--- config.mk ---
export PLATFORM = sky130hd
export DESIGN_NAME = logic_axi4_stream_mux_arbiter
export DESIGN_NICKNAME = d
export VERILOG_FILES = /design/src/rtl/logic_axi4_stream_mux_arbiter.sv
export SDC_FILE = /design/constraint.sdc
export NUM_CORES = 1
export LEC_CHECK = 0
export CAP_MARGIN = 0
export CORE_MARGIN = 2
export CORE_UTILIZATION = 45
export DETAILED_ROUTE_END_ITERATION = 10
export DONT_BUFFER_PORTS = 1
export PLACE_DENSITY = 0.63
export SLEW_MARGIN = 20
export SYNTH_ARGS = -nofsm -noshare
export SYNTH_HDL_FRONTEND = slang
export SYNTH_SLANG_ARGS = --single-unit
--- constraint.sdc ---
create_clock -name aclk -period 4.7 [get_ports aclk]
set_clock_uncertainty 0.2 [all_clocks]
set_input_delay 0.235 -clock aclk [delete_from_list [all_inputs] [get_ports aclk]]
set_output_delay 0.235 -clock aclk [all_outputs]
set_load 0.05 [all_outputs]
--- src/rtl/logic_axi4_stream_mux_arbiter.sv ---
// Round-robin arbiter for N AXI4-Stream sources onto one sink.
// The grant is held for a whole packet (or a single beat when tlast is ignored); select drives an external data mux.
module logic_axi4_stream_mux_arbiter #(
    parameter int INPUTS       = 4,
    parameter int USE_TLAST    = 1,
    parameter int SELECT_WIDTH = (INPUTS > 1) ? $clog2(INPUTS) : 1
) (
    input  logic                    aclk,
    input  logic                    areset_n,
    input  logic [INPUTS-1:0]       rx_tvalid,
    input  logic [INPUTS-1:0]       rx_tlast,
    output logic [INPUTS-1:0]       rx_tready,
    output logic                    tx_tvalid,
    output logic                    tx_tlast,
    input  logic                    tx_tready,
    output logic [INPUTS-1:0]       grant,
    output logic [SELECT_WIDTH-1:0] select,
    output logic                    busy
);

    localparam logic [0:0] STATE_IDLE   = 1'b0;
    localparam logic [0:0] STATE_LOCKED = 1'b1;

    localparam logic [SELECT_WIDTH:0] INPUTS_W = (SELECT_WIDTH + 1)'(INPUTS);
    localparam logic [SELECT_WIDTH:0] ONE_W    = (SELECT_WIDTH + 1)'(1);

    logic [0:0]              state;
    logic [SELECT_WIDTH-1:0] pointer;

    logic [2*INPUTS-1:0]     req_dbl;
    logic [INPUTS-1:0]       req_rot;
    logic [SELECT_WIDTH:0]   offset;
    logic [SELECT_WIDTH:0]   win_sum;
    logic [SELECT_WIDTH-1:0] winner;
    logic [INPUTS-1:0]       winner_onehot;
    logic [SELECT_WIDTH:0]   sel_inc;
    logic [SELECT_WIDTH-1:0] next_pointer;
    logic                    release_lock;

    // Rotate requests so the pointer position sits at bit 0, take the lowest set bit, then undo the rotation.
    always_comb begin
        req_dbl = {rx_tvalid, rx_tvalid} >> pointer;
        req_rot = req_dbl[INPUTS-1:0];
        offset  = '0;
        for (int i = INPUTS - 1; i >= 0; i--) begin
            if (req_rot[i]) begin
                offset = (SELECT_WIDTH + 1)'(i);
            end
        end
        win_sum = {1'b0, pointer} + offset;
        if (win_sum >= INPUTS_W) begin
            win_sum = win_sum - INPUTS_W;
        end
        winner        = win_sum[SELECT_WIDTH-1:0];
        winner_onehot = INPUTS'(1) << winner;
    end

    always_comb begin
        sel_inc      = {1'b0, select} + ONE_W;
        next_pointer = (sel_inc == INPUTS_W) ? '0 : sel_inc[SELECT_WIDTH-1:0];
    end

    assign busy         = (state == STATE_LOCKED);
    assign tx_tvalid    = busy && rx_tvalid[select];
    assign tx_tlast     = (USE_TLAST != 0) ? rx_tlast[select] : 1'b1;
    assign rx_tready    = grant & {INPUTS{tx_tready}};
    assign release_lock = tx_tvalid && tx_tready && tx_tlast;

    // Select deliberately keeps its value across release so the data mux stays stable in the idle gap.
    always_ff @(posedge aclk or negedge areset_n) begin
        if (!areset_n) begin
            state   <= STATE_IDLE;
            pointer <= '0;
            select  <= '0;
            grant   <= '0;
        end else begin
            case (state)
                STATE_IDLE: begin
                    if (|rx_tvalid) begin
                        state  <= STATE_LOCKED;
                        grant  <= winner_onehot;
                        select <= winner;
                    end
                end
                STATE_LOCKED: begin
                    if (release_lock) begin
                        state   <= STATE_IDLE;
                        grant   <= '0;
                        pointer <= next_pointer;
                    end
                end
                default: begin
                    state <= STATE_IDLE;
                    grant <= '0;
                end
            endcase
        end
    end

endmodule

======== After elaboration in Yosys (flattened, before gate mapping) ========
Cells that the tools add are included.
storage, ports and cells
  register bits after elaboration ......... 9
  output and inout port bits .............. 13
cells by class
  add/sub/neg operators ................... 3
  $lt $le $gt $ge ......................... 2
  equal/unequal tests ..................... 3
  shift-type cells ........................ 2
  mux-type cells .......................... 16
  bitwise logic cells ..................... 2
  reduce and logical (&&, ||, !) cells .... 7
operator list
  kind                                                   count
  two-way mux 2 bit                                      5
  two-way mux 4 bit                                      2
  one-hot mux 4 bit (2 select lines)                     1
  >> shifter 8 x 2 -> 4 bit                              1
  AND reduction 2 bit                                    3
  bitwise AND 4 bit                                      1
  binary-select mux 1 bit (select 2 bit)                 2
  two-way mux 1 bit                                      4
  OR reduction 4 bit                                     1
  << shifter 1 x 2 -> 4 bit, first input constant        1
  adder 2 x 1 -> 3 bit, second input constant            1
  adder 2 x 3 -> 3 bit                                   1
  == test 3 bit, second input constant                   1
  >= comparator 3 bit, second input constant             1
  logical AND 1 bit                                      3
  < comparator 2 x 3 -> 1 bit, second input constant     1
  two-way mux 3 bit                                      1
  inequality test 2 x 1 -> 1 bit, second input constant  1
  inequality test 2 bit, second input constant           1
  one-hot mux 1 bit (2 select lines)                     1
  subtractor 2 x 1 -> 2 bit, second input constant       1
  inverter 1 bit                                         1

======== Longest topological paths before layout ========
Gate-level depths: netlist of run 1.
  depth in word-level cells ............... 11
  depth in mapped cells ................... 9

======== Worst setup path before layout of run 1 ========
OpenSTA, ideal clock, no wires.
  path kind ............................... register -> output
  start ................................... register select[1]
  end ..................................... output port tx_tlast
  data arrival time ....................... 1.840 ns
  setup slack ............................. 2.425 ns
  stages on the path, launching flop included .. 5
  cell sequence ........................... dfrtp_1 -> buf_6 -> mux2_2 -> nor2_1 -> a21oi_1
on the way
  cells in the longest elaborated chain, start to end .. 2
RTL lines
  what                                     line  source
  start: declaration                       17    output logic [SELECT_WIDTH-1:0] select,
  start signal: assignment                 82    select <= winner;
  binary-select mux 1 bit (select 2 bit)   65    assign tx_tlast = (USE_TLAST != 0) ? rx_tlast[select] : 1'b1;
  two-way mux 1 bit (implied by the code)  65
  end: declaration                         14    output logic tx_tlast,
No other way between the ends. The select of a mux whose other input is x is not followed.

======== Worst setup path after layout of run 1 ========
Ends and elaborated chain as after synthesis.

==> impl_metrics.toml, run 1 <==
[clock_network]
clkLatencyLatePin_ns = 0.26
clock-root-buffer = "sky130_fd_sc_hd__clkbuf_4"
clock_path_buffers = 2
worst_setup_hold_path_clk_slew_ns = 0.06
tritoncts_num_sinks = 9
tritoncts.num_buffers = 3
h_tree_level_count = 1
tritoncts = "done"

[pwr]
cellInternalPower_w = 0.000270
sw_frac_of_total = 0.569
power_leakage_nw = 0.321
clkPwrFrac = 0.096
vdd_ir_drop_max_mv = 0.355
power.share.sequential = 0.407
power_density_over_cell_area_nw_per_um2 = 789
power.share.combinational = 0.497
power_switching_w = 0.000356

[placement]
dp_cells = 97
detailedPlacementHpwl_mm = 1.29
place.gp.congestion = 0.824
placement.cell_area_um2 = 757
port_buffers = 0

[grt]
grt_start_max_net_pins = 13
globalRouteOverflowTotal = 0
antenna_violations_before_repair = 0
grt_pass1_vias = 598
grt_usage = 0.180
wire_length_of_the_first_global_routing_pass_mm = 2.71

[setup_path]
path_max_fanout = 7
critPathKind = "reg2out"
r2r-end = "grant[3]"
path_depth = 3
startpoint_of_the_lowest_slack_register_to_register_path = "pointer[0]"
worst-endpoint-required_ns = 4.26
critPathCaptureType = "primary output"
cp-endpoint = "tx_tlast"
timing.critical_path.cells = "mux2_2 -> nor2_1 -> a21oi_1"
critPathArrivalTime_ns = 2.25
worstRegToRegCells = 8
cpPeakStageDelay_ns = 0.82
cell_with_the_largest_stage_delay_on_the_worst_path = "sky130_fd_sc_hd__dfrtp_1"
regToRegSetupSlack_ns = 2.31
cp_top_family = "flip-flops"
timing.critical_path.from = "select[1]"
cp_num_buf_inv = 0
element_type_at_the_critical_path_start = "register"

[synthesis]
seq_area_frac_synth = 0.291
syn_area_per_cell_um2 = 9.01
ys_async_sr_fraction = 1.00
netlist.top_cell.by_area = "sky130_fd_sc_hd__dfrtp_1"
synth.lib_cells_used.distinct = 39
synth_warnings = 0
netlist.area_leader.share = 0.291
most_frequent_cell_after_synthesis = "sky130_fd_sc_hd__dfrtp_1"
ys_top_cells_by_area = "sky130_fd_sc_hd__dfrtp_1 29%, sky130_fd_sc_hd__mux2i_1 5.2%, sky130_fd_sc_hd__nand2_1 3.4%"
postSynthCellCount = 86
yosys_register_bits = 9
synthTopCellsByCount = "9 x sky130_fd_sc_hd__dfrtp_1, 7 x sky130_fd_sc_hd__nand2_1, 4 x sky130_fd_sc_hd__and2_1, 4 x sky130_fd_sc_hd__mux2i_1, 4 x sky130_fd_sc_hd__o21ai_0"
post_synth_instance_area_um2 = 774
synth_ff_type = "sky130_fd_sc_hd__dfrtp_1"
synth_enable_flop_cells = 0
synth_fp_nets = 99

[die]
die_width_um = 45.5
dieArea_um2 = 2070
design.portCount = 24
fp.dieH_um = 45.5
placement_rows = 14
fp.coreArea_um2 = 1560
start_util = 0.497

[layout]
postLayoutCellArea_um2 = 793
num-fill-cells = 147
multiInputGateArea_um2 = 500
drive_gt1_frac = 0.116
finalCoreUtilization = 0.509
n_antenna_cell = 0
fin_nets = 100
ff_latch_area_um2 = 225
syn2layout_area_growth_pct = 2.42
post_layout_nonfiller_instances = 102

[sta]
finalHoldViolations = 0
timing.setup.tns_ns = 0
min_period_over_period = 0.572
slew_headroom = 0.312
timing_worst_slew_pin_value_ns = 1.04
max_clock_freq_mhz = 372
min_period_ns = 2.69
setup_viol_count_final = 0
grt_setup_unrepaired = "no"
final-max-slew-violation-count = 0

[detailed_routing]
drc_viols = 0
num_vias = 650
drt_iter0_markers = 21
wire_per_inst_um = 16.2
antenna_violating_nets_post_route = 0
drt-total-wl_mm = 1.65
detailedRoute.firstPassIterationCount = 4
routed_via_density = 6.37

[outcome]
status = "finished clean"

[worst_hold_path]
hold_path_class = "in2async"

[run]
drv_cap = 0
==> worst min-delay path by stage <==
stage / startpoint / to / slack, ns / depth (start not counted)
after detailed placement: areset_n / busy / -0.26 / 0
after floorplan: areset_n / busy / -0.26 / 0
after global placement: areset_n / busy / -0.26 / 0
after global routing: areset_n / busy / 0.17 / 1
final: areset_n / grant[3] / 0.14 / 1
after CTS: areset_n / busy / 0.15 / 1
==> registers in the layout, indices dropped and copies added, names as in the netlist <==
| name | cells |
|---|---|
| busy | 1 |
| grant | 4 |
| pointer | 2 |
| select | 2 |
==> through the flow <==
stage / hold slack (ns) / total power, W / setup WS (ns)
finish: 0.142 / 0.000626 / 2.01
global placement: -0.260 / 0.000561 / 2.30
floorplan: -0.261 / 0.000530 / 2.43
global route: 0.173 / 0.000672 / 1.92
detailed placement: -0.260 / 0.000567 / 2.27
CTS: 0.155 / 0.000629 / 1.99
==> power groups by stage <==
stage / logic [W] / registers, W / clock network (W)
finish: 0.000311 / 0.000255 / 0.0000602
global route: 0.000343 / 0.000264 / 0.0000653
CTS: 0.000313 / 0.000255 / 0.0000604
detailed placement: 0.000309 / 0.000258 / 0
global placement: 0.000306 / 0.000255 / 0
floorplan: 0.000311 / 0.000218 / 0
==> final cells by class <==
cell class | instances | share of cell area
multi-input combinational | 69 | 0.631
sequential | 9 | 0.284
clock buffer | 4 | 0.0331
tap | 16 | 0.0252
inverter | 3 | 0.0142
timing repair buffer | 1 | 0.0126
==> per-layer routing <==
| layer | vias to the layer above | part of all wire | track usage |
|---|---|---|---|
| met3 | 2 | 0.044 | 0.0317 |
| met5 | - | 0 | 0 |
| met4 | 0 | 0.0055 | 0.0941 |
| li1 | 324 | - | - |
| met1 | 311 | 0.46 | 0.248 |
| met2 | 13 | 0.49 | 0.268 |
==> cell usage in the layout (no fill, tap or decap), types with 2 or more instances in the layout <==
cell and count:
sky130_fd_sc_hd__o21ai_0 4, sky130_fd_sc_hd__and2_1 4, sky130_fd_sc_hd__nor2b_1 3, sky130_fd_sc_hd__a21oi_1 2, sky130_fd_sc_hd__nor4_1 3, sky130_fd_sc_hd__o221ai_1 2, sky130_fd_sc_hd__nand2_1 7, sky130_fd_sc_hd__o211ai_1 2
sky130_fd_sc_hd__o21ai_1 2, sky130_fd_sc_hd__o41ai_1 2, sky130_fd_sc_hd__ha_1 2, sky130_fd_sc_hd__clkbuf_4 3, sky130_fd_sc_hd__nand2b_1 3, sky130_fd_sc_hd__a31oi_1 2, sky130_fd_sc_hd__o21a_1 3, sky130_fd_sc_hd__a21o_1 2
sky130_fd_sc_hd__mux2i_1 4, sky130_fd_sc_hd__nor2_1 3, sky130_fd_sc_hd__inv_1 3, sky130_fd_sc_hd__dfrtp_1 9, sky130_fd_sc_hd__o32ai_1 2, sky130_fd_sc_hd__o31ai_1 2
==> what timing repair did <==
action                                 4_1_cts  5_1_grt
hold buffers                                 1        0
endpoints found under the hold margin        9        0
resized for setup                            0        0
buffers inserted                             0        0
==> logic make-up (layout without fill, tap and decap cells) <==
logic type,count (synthesis),count (layout),share of synthesized area
AND/OR/NAND/NOR,30,30,0.220
multiplexers,6,6,0.0856
XOR/XNOR,2,2,0.0226
AO/OA/AOI/OAI,29,29,0.286
adder cells (fa/ha/maj),2,2,0.0323
flip-flops,9,9,0.291
buffers and inverters,8,8,0.0630
(Power assumes the default switching activity.)
==> inputs of run 2 (changes only) <==
==> constraint.sdc (replaced) <==
create_clock -name aclk -period 2.7 [get_ports aclk]
set_clock_uncertainty 0.2 [all_clocks]
set_input_delay 0.135 -clock aclk [delete_from_list [all_inputs] [get_ports aclk]]
set_output_delay 0.135 -clock aclk [all_outputs]
set_load 0.05 [all_outputs]
==> run 2 against run 1 <==
Clock-buffer cell count stayed put. Global-route usage is 1.9 points higher. Non-clock buffer count is 4 higher.
==> impl_metrics.toml, run 2 (same netlist as run 1, synthesis figures left out) <==
[sta]
grt_setup_unrepaired = "no"
hold-worst-slack_ns = 0.0351
setup_viol_count_final = 0
finalHoldViolations = 0
timing_worst_slew_pin_value_ns = 0.521
min_period_ns = 2.49
timing.setup.tns_ns = 0
final-max-slew-violation-count = 0
min_period_over_period = 0.923
slew_headroom = 0.650
max_clock_freq_mhz = 401

[clock_network]
clkLatencyLatePin_ns = 0.27
clock-root-buffer = "sky130_fd_sc_hd__clkbuf_4"
tritoncts = "done"
cts-resized-gates = 0
clock_path_buffers = 2
h_tree_level_count = 1
postCtsSetupBuffers = 0
tritoncts_num_sinks = 9
holdBufCountCts = 1
worst_setup_hold_path_clk_slew_ns = 0.06
tritoncts.num_buffers = 3

[die]
die_width_um = 45.5
fp.dieH_um = 45.5
dieArea_um2 = 2070
fp.coreArea_um2 = 1560
placement_rows = 14
start_util = 0.497
design.portCount = 24

[layout]
biggestRegsByFlops = "grant: 4 flops, pointer: 2 flops, select: 2 flops"
n_antenna_cell = 0
post_layout_nonfiller_instances = 106
syn2layout_area_growth_pct = 6.30
layout_commonest_cell = "sky130_fd_sc_hd__dfrtp_1"
fin_nets = 104
finalCoreUtilization = 0.528
max_reg_flops = 4
most-common-layout-cells = "9 x sky130_fd_sc_hd__dfrtp_1, 7 x sky130_fd_sc_hd__nand2_1"
max_flop_register = "grant"
num-fill-cells = 139
drive_gt1_frac = 0.156

[grt]
grt_usage = 0.199
antenna_violations_before_repair = 0
grt_pass1_vias = 601
globalRouteOverflowTotal = 0
grt_start_max_net_pins = 13
wire_length_of_the_first_global_routing_pass_mm = 2.86

[detailed_routing]
detailedRoute.firstPassIterationCount = 4
drc_viols = 0
antenna_violating_nets_post_route = 0
routed_via_density = 6.25
drt_iter0_markers = 16
num_vias = 663
wire_per_inst_um = 16.7
drt-total-wl_mm = 1.77

[setup_path]
cpPeakStageDelay_ns = 0.52
element_type_at_the_critical_path_start = "register"
critPathArrivalTime_ns = 2.41
timing.critical_path.cells = "nand2b_1 -> o22ai_1 -> o21ai_0 -> o221ai_1 -> ha_1 -> xor2_1 -> nor4_1 -> o32ai_1"
path_max_fanout = 12
cell_with_the_largest_stage_delay_on_the_worst_path = "sky130_fd_sc_hd__dfrtp_1"
critPathCaptureType = "register"
critPathKind = "reg2reg"
worst-endpoint-required_ns = 2.62

[outcome]
status = "finished clean"

[pwr]
vdd_ir_drop_max_mv = 0.853
power_w = 0.00115
power_density_over_cell_area_nw_per_um2 = 1390
power_leakage_nw = 0.340

[placement]
dp_cells = 101
detailedPlacementHpwl_mm = 1.34
port_buffers = 0
place.gp.congestion = 0.823

[worst_hold_path]
hold_path_class = "in2async"

[run]
drv_cap = 0
## run 2: cell types whose count changed in the layout (fill, tap and decap cells not counted)
cell | previous run | this run
sky130_fd_sc_hd__buf_4 | 0 | 4
## run 2: worst paths after layout
check                              to          from  cells after the start  slack, ns
max                          grant[3]    pointer[0]                      8       0.21
min                        pointer[0]      areset_n                      1       0.04
max reg2reg                  grant[3]    pointer[0]                      8       0.21
min reg2reg                pointer[0]     select[0]                      1       0.47
max in group asynchronous    grant[3]      areset_n                      1       1.97
min in group aclk                busy  rx_tvalid[1]                      3       0.09
## run 2: power breakdown
group | switching (W) | internal [W] | total (W)
Clock | 0.0000490 | 0.0000571 | 0.000106
Combinational | 0.000431 | 0.000263 | 0.000693
Sequential | 0.000156 | 0.000190 | 0.000346
Total | 0.000635 | 0.000510 | 0.00115
## run 2: worst max-delay path: cells and delay by family (launching register included)
| family | cells | cell delay (ns) |
|---|---|---|
| AO/OA/AOI/OAI | 4 | 0.55 |
| AND/OR/NAND/NOR | 2 | 0.66 |
| XOR/XNOR | 1 | 0.16 |
| adder cells (fa/ha/maj) | 1 | 0.24 |
| flip-flops | 1 | 0.52 |
## run 2: cell type report
type | count | area [µm²] | share of cell area
Multi-Input combinational cell | 69 | 500 | 0.608
Sequential cell | 9 | 225 | 0.274
Timing Repair Buffer | 5 | 40.0 | 0.0486
Clock buffer | 4 | 26.3 | 0.0319
Tap cell | 16 | 20.0 | 0.0243
Inverter | 3 | 11.3 | 0.0137
## run 2: layer usage
layer	track usage	routed length [µm]
met5	0	0
met4	0.141	49
met3	0.0278	66
met2	0.290	859
met1	0.267	790
## run 2: through the flow
| stage | cell area, µm² | setup slack [ns] |
|---|---|---|
| final | 823 | 0.209 |
| after detailed placement | 787 | 0.234 |
| after global routing | 823 | 0.0650 |
| after floorplan | 774 | 0.525 |
| after global placement | 787 | 0.386 |
| after CTS | 823 | 0.225 |
==> inputs of run 3 (changes only) <==
--- a/config.mk
+++ b/config.mk
@@ -5,6 +5,7 @@
 export SDC_FILE = /design/constraint.sdc
 export NUM_CORES = 1
 export LEC_CHECK = 0
+export ABC_AREA = 1
 export CAP_MARGIN = 0
 export CORE_MARGIN = 2
 export CORE_UTILIZATION = 45
==> run 3 against run 2 <==
First-iteration DRC count decreased by 31%. Critical path type is now reg2out. Largest cell class unchanged. Critical path depth down 2. Global-route usage shrank 1.8 points. Area after synthesis is 12% lower. Core utilization down 1.4 points. Non-clock buffer count decreased by 2. Largest power group unchanged. Clock-buffer cell count unchanged. Sequential power up 14%.
==> impl_metrics.toml, run 3 <==
[layout]
n_antenna_cell = 0
max_reg_flops = 4
biggestRegsByFlops = "grant: 4 flops, pointer: 2 flops, select: 2 flops"
most-common-layout-cells = "41 x sky130_fd_sc_hd__nand2_1, 12 x sky130_fd_sc_hd__nand3_1, 11 x sky130_fd_sc_hd__inv_1, 9 x sky130_fd_sc_hd__dfrtp_1"
fin_nets = 126
max_flop_register = "grant"
layout_commonest_cell = "sky130_fd_sc_hd__nand2_1"
syn2layout_area_growth_pct = 10.8
drive_gt1_frac = 0.188

[synthesis]
combinational_family_with_the_most_area_after_synthesis = "simple AND/OR/NAND/NOR gates"
synth_warnings = 0
netlist.area_leader.share = 0.330
syn_area_per_cell_um2 = 6.51
synth_fp_nets = 118
post_synth_and_or_nand_nor_area_fraction = 0.452
yosys_register_bits = 9
ys_async_sr_fraction = 1.00
synth_fa_ha_area_frac = 0.0366
synth-compound-area-share = 0.0751
postSynthCellCount = 105
most_frequent_cell_after_synthesis = "sky130_fd_sc_hd__nand2_1"
synth.lib_cells_used.distinct = 16
synthTopCellsByCount = "41 x sky130_fd_sc_hd__nand2_1, 12 x sky130_fd_sc_hd__nand3_1, 11 x sky130_fd_sc_hd__inv_1"
seq_area_frac_synth = 0.330
synth_enable_flop_cells = 0
synth_ff_type = "sky130_fd_sc_hd__dfrtp_1"
synth-xor-area-share = 0.0128
netlist.top_cell.by_area = "sky130_fd_sc_hd__dfrtp_1"
post_synth_mux_area_share = 0
post_synth_instance_area_um2 = 683
ys_top_cells_by_area = "sky130_fd_sc_hd__dfrtp_1 33%, sky130_fd_sc_hd__nand2_1 23%, sky130_fd_sc_hd__nand3_1 8.8%"

[die]
dieArea_um2 = 1850
design.portCount = 24
die_width_um = 43.0
placement_rows = 14
fp.dieH_um = 43.0
fp.coreArea_um2 = 1470
start_util = 0.464

[clock_network]
tritoncts.num_buffers = 3
cts-resized-gates = 0
clock_path_buffers = 2
worst_setup_hold_path_clk_slew_ns = 0.06
postCtsSetupBuffers = 0
tritoncts_num_sinks = 9
clock-root-buffer = "sky130_fd_sc_hd__clkbuf_4"
tritoncts = "done"
clkLatencyLatePin_ns = 0.27
h_tree_level_count = 1

[setup_path]
timing.critical_path.cells = "nand2_1 -> o21ai_1 -> nand2_1 -> nand2_2 -> nand2_2 -> inv_1"
critPathArrivalTime_ns = 1.84
element_type_at_the_critical_path_start = "register"
worst-endpoint-required_ns = 2.37
critPathCaptureType = "primary output"
critPathKind = "reg2out"
regToRegSetupSlack_ns = 0.68
cell_with_the_largest_stage_delay_on_the_worst_path = "sky130_fd_sc_hd__dfrtp_1"
path_max_fanout = 9
cpPeakStageDelay_ns = 0.78

[pwr]
clkPwrFrac = 0.095
power.share.combinational = 0.552
vdd_ir_drop_max_mv = 0.505
power_density_over_cell_area_nw_per_um2 = 1480
power.share.sequential = 0.352
power_switching_w = 0.000679
sw_frac_of_total = 0.607
power_leakage_nw = 0.444
cellInternalPower_w = 0.000440

[detailed_routing]
num_vias = 638
wire_per_inst_um = 11.1
detailedRoute.firstPassIterationCount = 4
drt_iter0_markers = 11
drc_viols = 0
drt-total-wl_mm = 1.42
routed_via_density = 4.98
antenna_violating_nets_post_route = 0

[sta]
grt_setup_unrepaired = "no"
min_period_over_period = 0.807
finalHoldViolations = 0
timing.setup.tns_ns = 0
slew_headroom = 0.544
max_clock_freq_mhz = 459
hold-worst-slack_ns = 0.00768
timing_worst_slew_pin_value_ns = 0.683
final-max-slew-violation-count = 0
final_critical_path_setup_slack_ns = 0.521
setup_viol_count_final = 0
min_period_ns = 2.18

[grt]
grt_pass1_vias = 557
gr-usage-met2 = 0.270
globalRouteOverflowTotal = 0
global_route.peak_usage_layer = "met2"
wire_length_of_the_first_global_routing_pass_mm = 2.44
antenna_violations_before_repair = 0
grt_start_max_net_pins = 10
groute.layer.met1.usage = 0.239
grt_usage = 0.180
groute.layer.met3.usage = 0.0596

[worst_hold_path]
hold_path_class = "in2reg"

[placement]
place.gp.congestion = 0.793
detailedPlacementHpwl_mm = 1.13
preCtsSetupSlack_ns = 0.669
port_buffers = 0

[run]
drv_cap = 0

[outcome]
status = "finished clean"
run 3: what timing repair did:
action                                  4_1_cts  5_1_grt
endpoints found under the hold margin        12        0
hold buffers                                  2        0
endpoints found under the setup margin        0        0
run 3: final cells by class:
| cell class | count | area, µm² |
|---|---|---|
| fillers | 163 | 714 |
| multi-input cells | 79 | 394 |
| flip-flops and latches | 9 | 225 |
| inverters | 17 | 63.8 |
| repair buffers | 3 | 27.5 |
| clock buffers | 4 | 26.3 |
| well taps | 16 | 20.0 |
run 3: cells by family after synthesis:
group | after synthesis
simple gates | 67
fa+ha+maj | 2
buf+inv | 17
xor+xnor | 1
flops | 9
compound gates | 9
run 3: final timing paths:
path                              start         end  depth (start not counted)
min                        rx_tvalid[3]        busy                          2
max                           select[0]   tx_tvalid                          6
max in group asynchronous      areset_n        busy                          1
max reg2reg                  pointer[0]    grant[3]                         13
min reg2reg                  pointer[0]  pointer[0]                          2
min in group asynchronous      areset_n    grant[2]                          1
run 3: per-layer routing:
layer	share of wire	wire, µm
met1	0.49	693
met3	0.047	66
met2	0.46	659
met5	0	0
met4	0	0
run 3: power by group through the flow:
stage	Sequential, W	Clock, W	Combinational, W
6_report	0.000394	0.000107	0.000618
5_1_grt	0.000404	0.000116	0.000707
4_1_cts	0.000394	0.000110	0.000623
3_5_place_dp	0.000397	0	0.000615
3_3_place_gp	0.000398	0	0.000606
2_1_floorplan	0.000379	0	0.000523
run 3: worst max-delay path, delay by kind of cell (launching register included):
family,cells,cell delay [ns]
compound gates,1,0.09
flops,1,0.78
buf+inv,1,0.35
simple gates,4,0.34
run 3: through the flow:
stage          instances  power, W  utilization  instance area (µm²)
2_1_floorplan        105  0.000902            -                  683
3_3_place_gp         122   0.00100        0.483                  711
3_5_place_dp         122   0.00101        0.483                  711
4_1_cts              128   0.00113        0.514                  757
5_1_grt              128   0.00123        0.514                  757
6_report             128   0.00112        0.514                  757
